$ cat src/rtl/hash_drbg_stream.sv
// hash_drbg_stream
//   Hash_DRBG (SHA-256) keystream generator. One generate request yields
//   1..MAX_BLOCKS 256-bit words from a single V state, streamed out over a
//   valid/ready handshake. Hashing is delegated to a shared external SHA-256
//   core through a single-message request port (sha_init/sha_block in,
//   sha_digest/sha_digest_valid back).
//
// Ports
//   clk, reset_n          clock, asynchronous active-low reset (zeroizes state)
//   entropy               seed, sampled when inst_req is accepted
//   inst_req              instantiate / reseed request pulse
//   gen_req, gen_blocks   generate request pulse and word count
//   rnd_data/valid/last   output word stream, rnd_ready is the consumer accept
//   busy                  FSM not idle
//   instantiated          V/C hold valid seed material
//   reseed_required       reseed counter has exceeded RESEED_INTERVAL
//   gen_error             one-cycle pulse when a gen_req is rejected
//   sha_init, sha_block   SHA core start pulse and padded 512-bit message
//   sha_ready             SHA core idle
//   sha_digest(_valid)    SHA core result and strobe

module hash_drbg_stream #(
  parameter int unsigned  SEEDLEN         = 256,
  parameter int unsigned  MAX_BLOCKS      = 4,
  parameter int unsigned  RESEED_INTERVAL = 37500,
  parameter logic [190:0] PERS_STRING     = 191'h1E95B49C757C476AD85EA4A86FFD9,
  parameter int unsigned  BW              = $clog2(MAX_BLOCKS + 1)
) (
  input  logic               clk,
  input  logic               reset_n,
  input  logic [SEEDLEN-1:0] entropy,
  input  logic               inst_req,
  input  logic               gen_req,
  input  logic [BW-1:0]      gen_blocks,
  output logic [255:0]       rnd_data,
  output logic               rnd_valid,
  input  logic               rnd_ready,
  output logic               rnd_last,
  output logic               busy,
  output logic               instantiated,
  output logic               reseed_required,
  output logic               gen_error,
  output logic               sha_init,
  output logic [511:0]       sha_block,
  input  logic               sha_ready,
  input  logic [255:0]       sha_digest,
  input  logic               sha_digest_valid
);

  if (SEEDLEN != 256) begin : g_seedlen_chk
    $fatal(1, "hash_drbg_stream: SEEDLEN must be 256");
  end
  if (MAX_BLOCKS < 1 || MAX_BLOCKS > 16) begin : g_maxblk_chk
    $fatal(1, "hash_drbg_stream: MAX_BLOCKS must be 1..16");
  end

  typedef enum logic [2:0] {
    ST_IDLE,
    ST_INST_V,
    ST_INST_C,
    ST_GEN_W,
    ST_GEN_OUT,
    ST_GEN_H,
    ST_UPD_V
  } state_t;

  typedef enum logic {
    PH_ISSUE,
    PH_WAIT
  } phase_t;

  state_t state_q, state_d;
  phase_t phase_q, phase_d;

  logic [SEEDLEN-1:0] ent_q;
  logic [SEEDLEN-1:0] v_q;
  logic [SEEDLEN-1:0] c_q;
  logic [SEEDLEN-1:0] data_q;
  logic [63:0]        reseed_counter;
  logic [BW-1:0]      remaining;

  logic         hashing;
  logic         issue_go;
  logic         cap_go;
  logic         accept_inst;
  logic         accept_gen;
  logic         reject_gen;
  logic         handshake;
  logic         gen_bad;
  logic [511:0] msg;

  assign busy = (state_q != ST_IDLE);

  assign hashing = (state_q == ST_INST_V) || (state_q == ST_INST_C) ||
                   (state_q == ST_GEN_W)  || (state_q == ST_GEN_H);

  assign gen_bad = !instantiated || reseed_required || (gen_blocks == '0) ||
                   (32'(gen_blocks) > MAX_BLOCKS);

  // Padded single-block SHA-256 messages, one per hashing state.
  always_comb begin
    msg = '0;
    case (state_q)
      ST_INST_V: msg = {ent_q, PERS_STRING, 1'b1, 64'd447};
      ST_INST_C: msg = {8'h00, v_q, 1'b1, 183'b0, 64'd264};
      ST_GEN_W:  msg = {data_q, 1'b1, 191'b0, 64'd256};
      ST_GEN_H:  msg = {8'h03, v_q, 1'b1, 183'b0, 64'd264};
      default:   msg = '0;
    endcase
  end

  always_ff @(posedge clk or negedge reset_n) begin
    if (!reset_n) begin
      state_q <= ST_IDLE;
      phase_q <= PH_ISSUE;
    end else begin
      state_q <= state_d;
      phase_q <= phase_d;
    end
  end

  always_comb begin
    state_d     = state_q;
    phase_d     = phase_q;
    issue_go    = 1'b0;
    cap_go      = 1'b0;
    accept_inst = 1'b0;
    accept_gen  = 1'b0;
    reject_gen  = 1'b0;
    handshake   = 1'b0;

    // Digest strobes outside a WAIT sub-phase are never captured.
    if (hashing) begin
      if (phase_q == PH_ISSUE) begin
        if (sha_ready) begin
          issue_go = 1'b1;
          phase_d  = PH_WAIT;
        end
      end else if (sha_digest_valid) begin
        cap_go = 1'b1;
      end
    end

    case (state_q)
      ST_IDLE: begin
        if (inst_req) begin
          accept_inst = 1'b1;
          state_d     = ST_INST_V;
        end else if (gen_req) begin
          if (gen_bad) begin
            reject_gen = 1'b1;
          end else begin
            accept_gen = 1'b1;
            state_d    = ST_GEN_W;
          end
        end
      end
      ST_INST_V: if (cap_go) state_d = ST_INST_C;
      ST_INST_C: if (cap_go) state_d = ST_IDLE;
      ST_GEN_W:  if (cap_go) state_d = ST_GEN_OUT;
      ST_GEN_OUT: begin
        if (rnd_valid && rnd_ready) begin
          handshake = 1'b1;
          state_d   = (remaining == BW'(1)) ? ST_GEN_H : ST_GEN_W;
        end
      end
      ST_GEN_H:  if (cap_go) state_d = ST_UPD_V;
      ST_UPD_V:  state_d = ST_IDLE;
      default:   state_d = ST_IDLE;
    endcase

    if (state_d != state_q) phase_d = PH_ISSUE;
  end

  always_ff @(posedge clk or negedge reset_n) begin
    if (!reset_n) begin
      ent_q           <= '0;
      v_q             <= '0;
      c_q             <= '0;
      data_q          <= '0;
      reseed_counter  <= '0;
      remaining       <= '0;
      rnd_data        <= '0;
      rnd_valid       <= 1'b0;
      rnd_last        <= 1'b0;
      instantiated    <= 1'b0;
      reseed_required <= 1'b0;
      gen_error       <= 1'b0;
      sha_init        <= 1'b0;
      sha_block       <= '0;
    end else begin
      sha_init        <= issue_go;
      gen_error       <= reject_gen;
      // Registered flag: follows reseed_counter one cycle later.
      reseed_required <= (reseed_counter > 64'(RESEED_INTERVAL));

      if (issue_go) sha_block <= msg;
      if (accept_inst) ent_q <= entropy;

      if (accept_gen) begin
        data_q    <= v_q;
        remaining <= gen_blocks;
      end

      if (cap_go) begin
        case (state_q)
          ST_INST_V: v_q <= sha_digest;
          ST_INST_C: begin
            c_q            <= sha_digest;
            instantiated   <= 1'b1;
            reseed_counter <= 64'd1;
          end
          ST_GEN_W: begin
            rnd_data  <= sha_digest;
            rnd_valid <= 1'b1;
            rnd_last  <= (remaining == BW'(1));
          end
          ST_GEN_H: v_q <= v_q + sha_digest + c_q + {192'b0, reseed_counter};
          default: ;
        endcase
      end

      if (handshake) begin
        rnd_valid <= 1'b0;
        rnd_last  <= 1'b0;
        data_q    <= data_q + 1'b1;
        remaining <= remaining - 1'b1;
      end

      if (state_q == ST_UPD_V && reseed_counter != '1) begin
        reseed_counter <= reseed_counter + 64'd1;
      end
    end
  end

endmodule

$ cat config.mk
export PLATFORM = sky130hd
export DESIGN_NAME = hash_drbg_stream
export DESIGN_NICKNAME = d
export VERILOG_FILES = /design/src/rtl/hash_drbg_stream.sv
export SDC_FILE = /design/constraint.sdc
export NUM_CORES = 2
export LEC_CHECK = 0
export ABC_CLOCK_PERIOD_IN_PS = 14700
export BUFFER_PORTS_ARGS = -buffer_cell sky130_fd_sc_hd__buf_4
export CORE_AREA = 4 4 501 503
export DETAILED_ROUTE_END_ITERATION = 10
export DIE_AREA = 0 0 505 507
export MAX_ROUTING_LAYER = met4
export PLACE_DENSITY = 0.57
export SYNTH_ARGS = -nofsm -noshare
export SYNTH_HDL_FRONTEND = slang
export SYNTH_SLANG_ARGS = --single-unit
$ cat constraint.sdc
create_clock -name clk -period 14.7 [get_ports clk]
set_clock_uncertainty 0.05 [all_clocks]
set_input_delay 1.47 -clock clk [delete_from_list [all_inputs] [get_ports clk]]
set_output_delay 1.47 -clock clk [all_outputs]
set_load 0.05 [all_outputs]
==> run_results.csv <==
group,metric,value,unit
clock_tree,cts_sinks,1625,
worst_setup_path,crit_buf_inv,3,
placed_design,gp_congestion,1.074,
synthesis,yosysSeqAreaShare,0.3920,
clock_tree,ctsHoldBuffers,0,
global_routing,antenna_found_initial,49,
routing,ant_nets,0,
finish,n_fill_cell,23570,
worst_setup_path,r2r_end,"v_q[191]",
die,die_h,507,um
synthesis,yosysWarnings,0,
synthesis,synth_ff_type,"dfrtp_1",
synthesis,synthCells,11790,
die,core-area,0.2459,mm^2
clock_tree,ctsResizeCount,0,
synthesis,synth_edf_count,0,
clock_tree,clk_latency,0.89,ns
clock_tree,clkTransAtPathRegs,0.06,ns
finish,drive_gt1_frac,0.1568,
timing,finalHoldViolCount,0,
worst_setup_path,ff2ff_path_depth,18,
global_routing,grt_util_all_layers,0.3879,
worst_setup_path,timing.critical_path.depth,19,
timing,fmax,127.9,MHz
synthesis,synthTopCellsByArea,"dfrtp_1, nand2_1, fa_1",
worst_setup_path,critPathLaunch,"sha_digest[12]",
finish,fin_nets,13840,
global_routing,gr-usage-met3,0.08292,
flow_run,maxCapViolations,1,
placed_design,postPlaceCellArea,0.1140,mm^2
global_routing,grtUsageMet2,0.5902,
clock_tree,clockBufferDepth,3,
timing,finalSetupViolCount,0,
routing,drt_first_pass_iters,10,
timing,period_needed,7.821,ns
die,num_rows,182,
timing,drv_slew,3,
placed_design,dpl.cell_count,15580,
clock_tree,post-cts-setup-buffer-count,0,
routing,drc,0,
routing,routed_wirelength,498900,um
global_routing,grt_util_met1,0.5057,
worst_hold_path,min_path_type,"in -> async",
routing,vias,98250,
status,violations,"max-capacitance violations, max-slew violations",
global_routing,grt-ovfl-total,0,
worst_setup_path,cpPeakStageDelay,1.14,ns
finish,syn_to_final_growth,16.36,%
synthesis,async_reset_ff_frac,1.000,
die,ios,1297,
worst_setup_path,crit_path_end_kind,"register",
worst_setup_path,cpLargestDelayFamily,"compound AO/OA/AOI/OAI gates",
worst_setup_path,arrival,8.50,ns
global_routing,busiest_layer,"met2",
die,initial_utilization,0.4218,
timing,slew_headroom,-0.01371,
worst_setup_path,cp.required,15.37,ns
clock_tree,root_buffer,"clkbuf_16",
clock_tree,htreeDepth,4,
finish,fin_cells,15960,
placed_design,port_buffers,1122,
synthesis,yosys.area.top_type,"dfrtp_1",
synthesis,synth_top_area_frac,0.3920,
clock_tree,cts_tree,"built",
timing,fin_crit_sh,0.5320,
die,die_w,505,um
timing,rsz0062_at_grt,"no",
worst_setup_path,reg2reg_from,"v_q[12]",
worst_setup_path,crit_end,"v_q[191]",
worst_setup_path,path_cells,"buf_4 > inv_1 > fa_1 > fa_1 > inv_1 > ha_1 > a21oi_1 > o21ai_0 > a31o_2 > a221o_1 > nor2_1 > o21bai_1 > a221oi_1 > o211ai_1 > o21ai_0 > nor2_1 > or3_1 > a21oi_1 > o22ai_1",
finish,final_area,0.1207,mm^2
timing,tightest_slew,1.507,ns
clock_tree,cts_inserted_buffers,188,
worst_setup_path,worstPathMaxFanout,7,
global_routing,grt_max_degree,179,
routing,drt_iter0_drc,12690,
placed_design,place_hpwl,397900,um
synthesis,ys_ff_latch,1625,
worst_setup_path,startpoint_type,"input port",
synthesis,ys_types,103,
synthesis,synth_area,0.1037,mm^2
worst_setup_path,reg2reg_slack,7.17,ns
status,status,"complete, but fails checks",
routing,drt-vias-per-instance,6.155,
routing,wire_per_inst,31.25,um
global_routing,grt_pass1_wl,708400,um
worst_setup_path,path_class,"in -> reg",
timing,setup_tns,0,ns
global_routing,grt_pass1_vias,95760,
die,dieArea,0.2560,mm^2
synthesis,syn_avg_cell_area,8.799,um^2
worst_setup_path,crit_slowest_cell,"a221oi_1",
worst register-to-register path, stage by stage (launching register included):
cell,delay (ns)
dfrtp_1,0.40
inv_1,0.09
fa_1,0.48
fa_1,0.52
inv_1,0.04
ha_1,0.42
a21oi_1,0.33
o21ai_0,0.21
a31o_2,0.32
a221o_1,0.43
nor2_1,0.49
o21bai_1,0.24
a221oi_1,1.14
o211ai_1,0.45
o21ai_0,0.68
nor2_1,0.42
or3_1,0.41
a21oi_1,0.18
o22ai_1,0.11
worst min-delay path by stage:
stage                           to  slack, ns  cells after the start
floorplan           sha_block[266]       0.40                      2
global placement      sha_block[8]       0.41                      1
detailed placement    sha_block[8]       0.42                      1
CTS                     ent_q[115]       0.42                      1
global route        sha_block[370]       0.45                      1
finish                  ent_q[115]       0.40                      1
Yosys cell counts (all sizes together) (22+ instances only):
library cell and instances:
nand2 1835, dfrtp 1625, inv 1141, o21ai 1060, a21oi 719, nor2 675, clkbuf 562, ha 451
mux2 322, fa 319, buf 299, a222oi 255, nand3 247, nand4 243, nor3 236, o221ai 170
xnor2 154, a21o 138, nor4 113, xor2 101, and3 96, o21bai 90, a221oi 80, or3 80
a211oi 77, o22ai 70, o211ai 50, a311oi 48, o31ai 48, a31oi 43, and2 42, o21a 42
and4 41, nand2b 31, mux2i 27, nor2b 25, a21boi 23, or2 22
state kept, by name (all words and copies together) (netlist names):
register         count
v_q                256
rnd_valid            1
remaining            3
instantiated         1
data_q             256
gen_error            1
state_q              3
sha_block          268
reseed_counter      64
phase_q              1
ent_q              256
c_q                256
rnd_last             1
reseed_required      1
rnd_data           256
sha_init             1
area by class of cell:
| cell class | instances | area, um^2 | area share |
|---|---|---|---|
| Sequential cell | 1625 | 40670 | 0.3369 |
| Antenna cell | 42 | 105.1 | 0.0008707 |
| Clock buffer | 267 | 5453 | 0.04517 |
| Inverter | 1141 | 4283 | 0.03548 |
| Tap cell | 3220 | 4029 | 0.03337 |
| Multi-Input combinational cell | 8333 | 55430 | 0.4592 |
| Timing Repair Buffer | 1259 | 9594 | 0.07948 |
| Clock inverter | 76 | 1149 | 0.009515 |
cell families (layout without fill, tap and decap cells):
group           count (synthesis)  in the layout  share of synthesized area
mux                           349            349                    0.03756
fa+ha+maj                     770            770                     0.1160
buf+inv                      2005           2743                    0.08200
flops                        1625           1625                     0.3920
xor+xnor                      255            255                    0.02153
simple gates                 3734           3734                     0.1620
compound gates               3051           3051                     0.1889
other cells                     1            216                 0.00003615
cell usage in the layout (no fill, tap or decap), types with 43 or more instances in the layout:
cell / count
xor2_1: 101
nor2_1: 670
o21ai_0: 1055
a21oi_1: 717
mux2_2: 322
conb_1: 174
dfrtp_1: 1623
nor3_1: 228
nand4_1: 240
nand2_1: 1832
clkbuf_8: 43
or3_1: 77
buf_4: 1246
a211oi_1: 77
a311oi_1: 48
and3_1: 96
ha_1: 451
fa_1: 319
a221oi_1: 80
o21bai_1: 90
o22ai_1: 70
o31ai_1: 47
clkbuf_16: 189
a222oi_1: 255
a21o_1: 138
xnor2_1: 154
nand3_1: 245
o211ai_1: 49
inv_1: 1141
o221ai_1: 170
nor4_1: 95
per-layer routing:
| metal | wire length [um] | part of all wire |
|---|---|---|
| met3 | 42820 | 0.086 |
| met1 | 206500 | 0.41 |
| met4 | 24390 | 0.049 |
| met5 | 0 | 0 |
| met2 | 225200 | 0.45 |
per-stage QoR:
| step | setup slack, ns | utilization | hold WS (ns) |
|---|---|---|---|
| 2_1_floorplan | 8.645 | - | 0.3961 |
| 3_3_place_gp | 6.320 | 0.4635 | 0.4056 |
| 3_5_place_dp | 6.356 | 0.4635 | 0.4170 |
| 4_1_cts | 7.270 | 0.4904 | 0.4186 |
| 5_1_grt | 6.913 | 0.4908 | 0.4463 |
| 6_report | 6.879 | 0.4908 | 0.4021 |
Power is left out: the tool's default activity adds up to more than one toggle a clock period on the data nets, which glitch-free logic cannot reach.
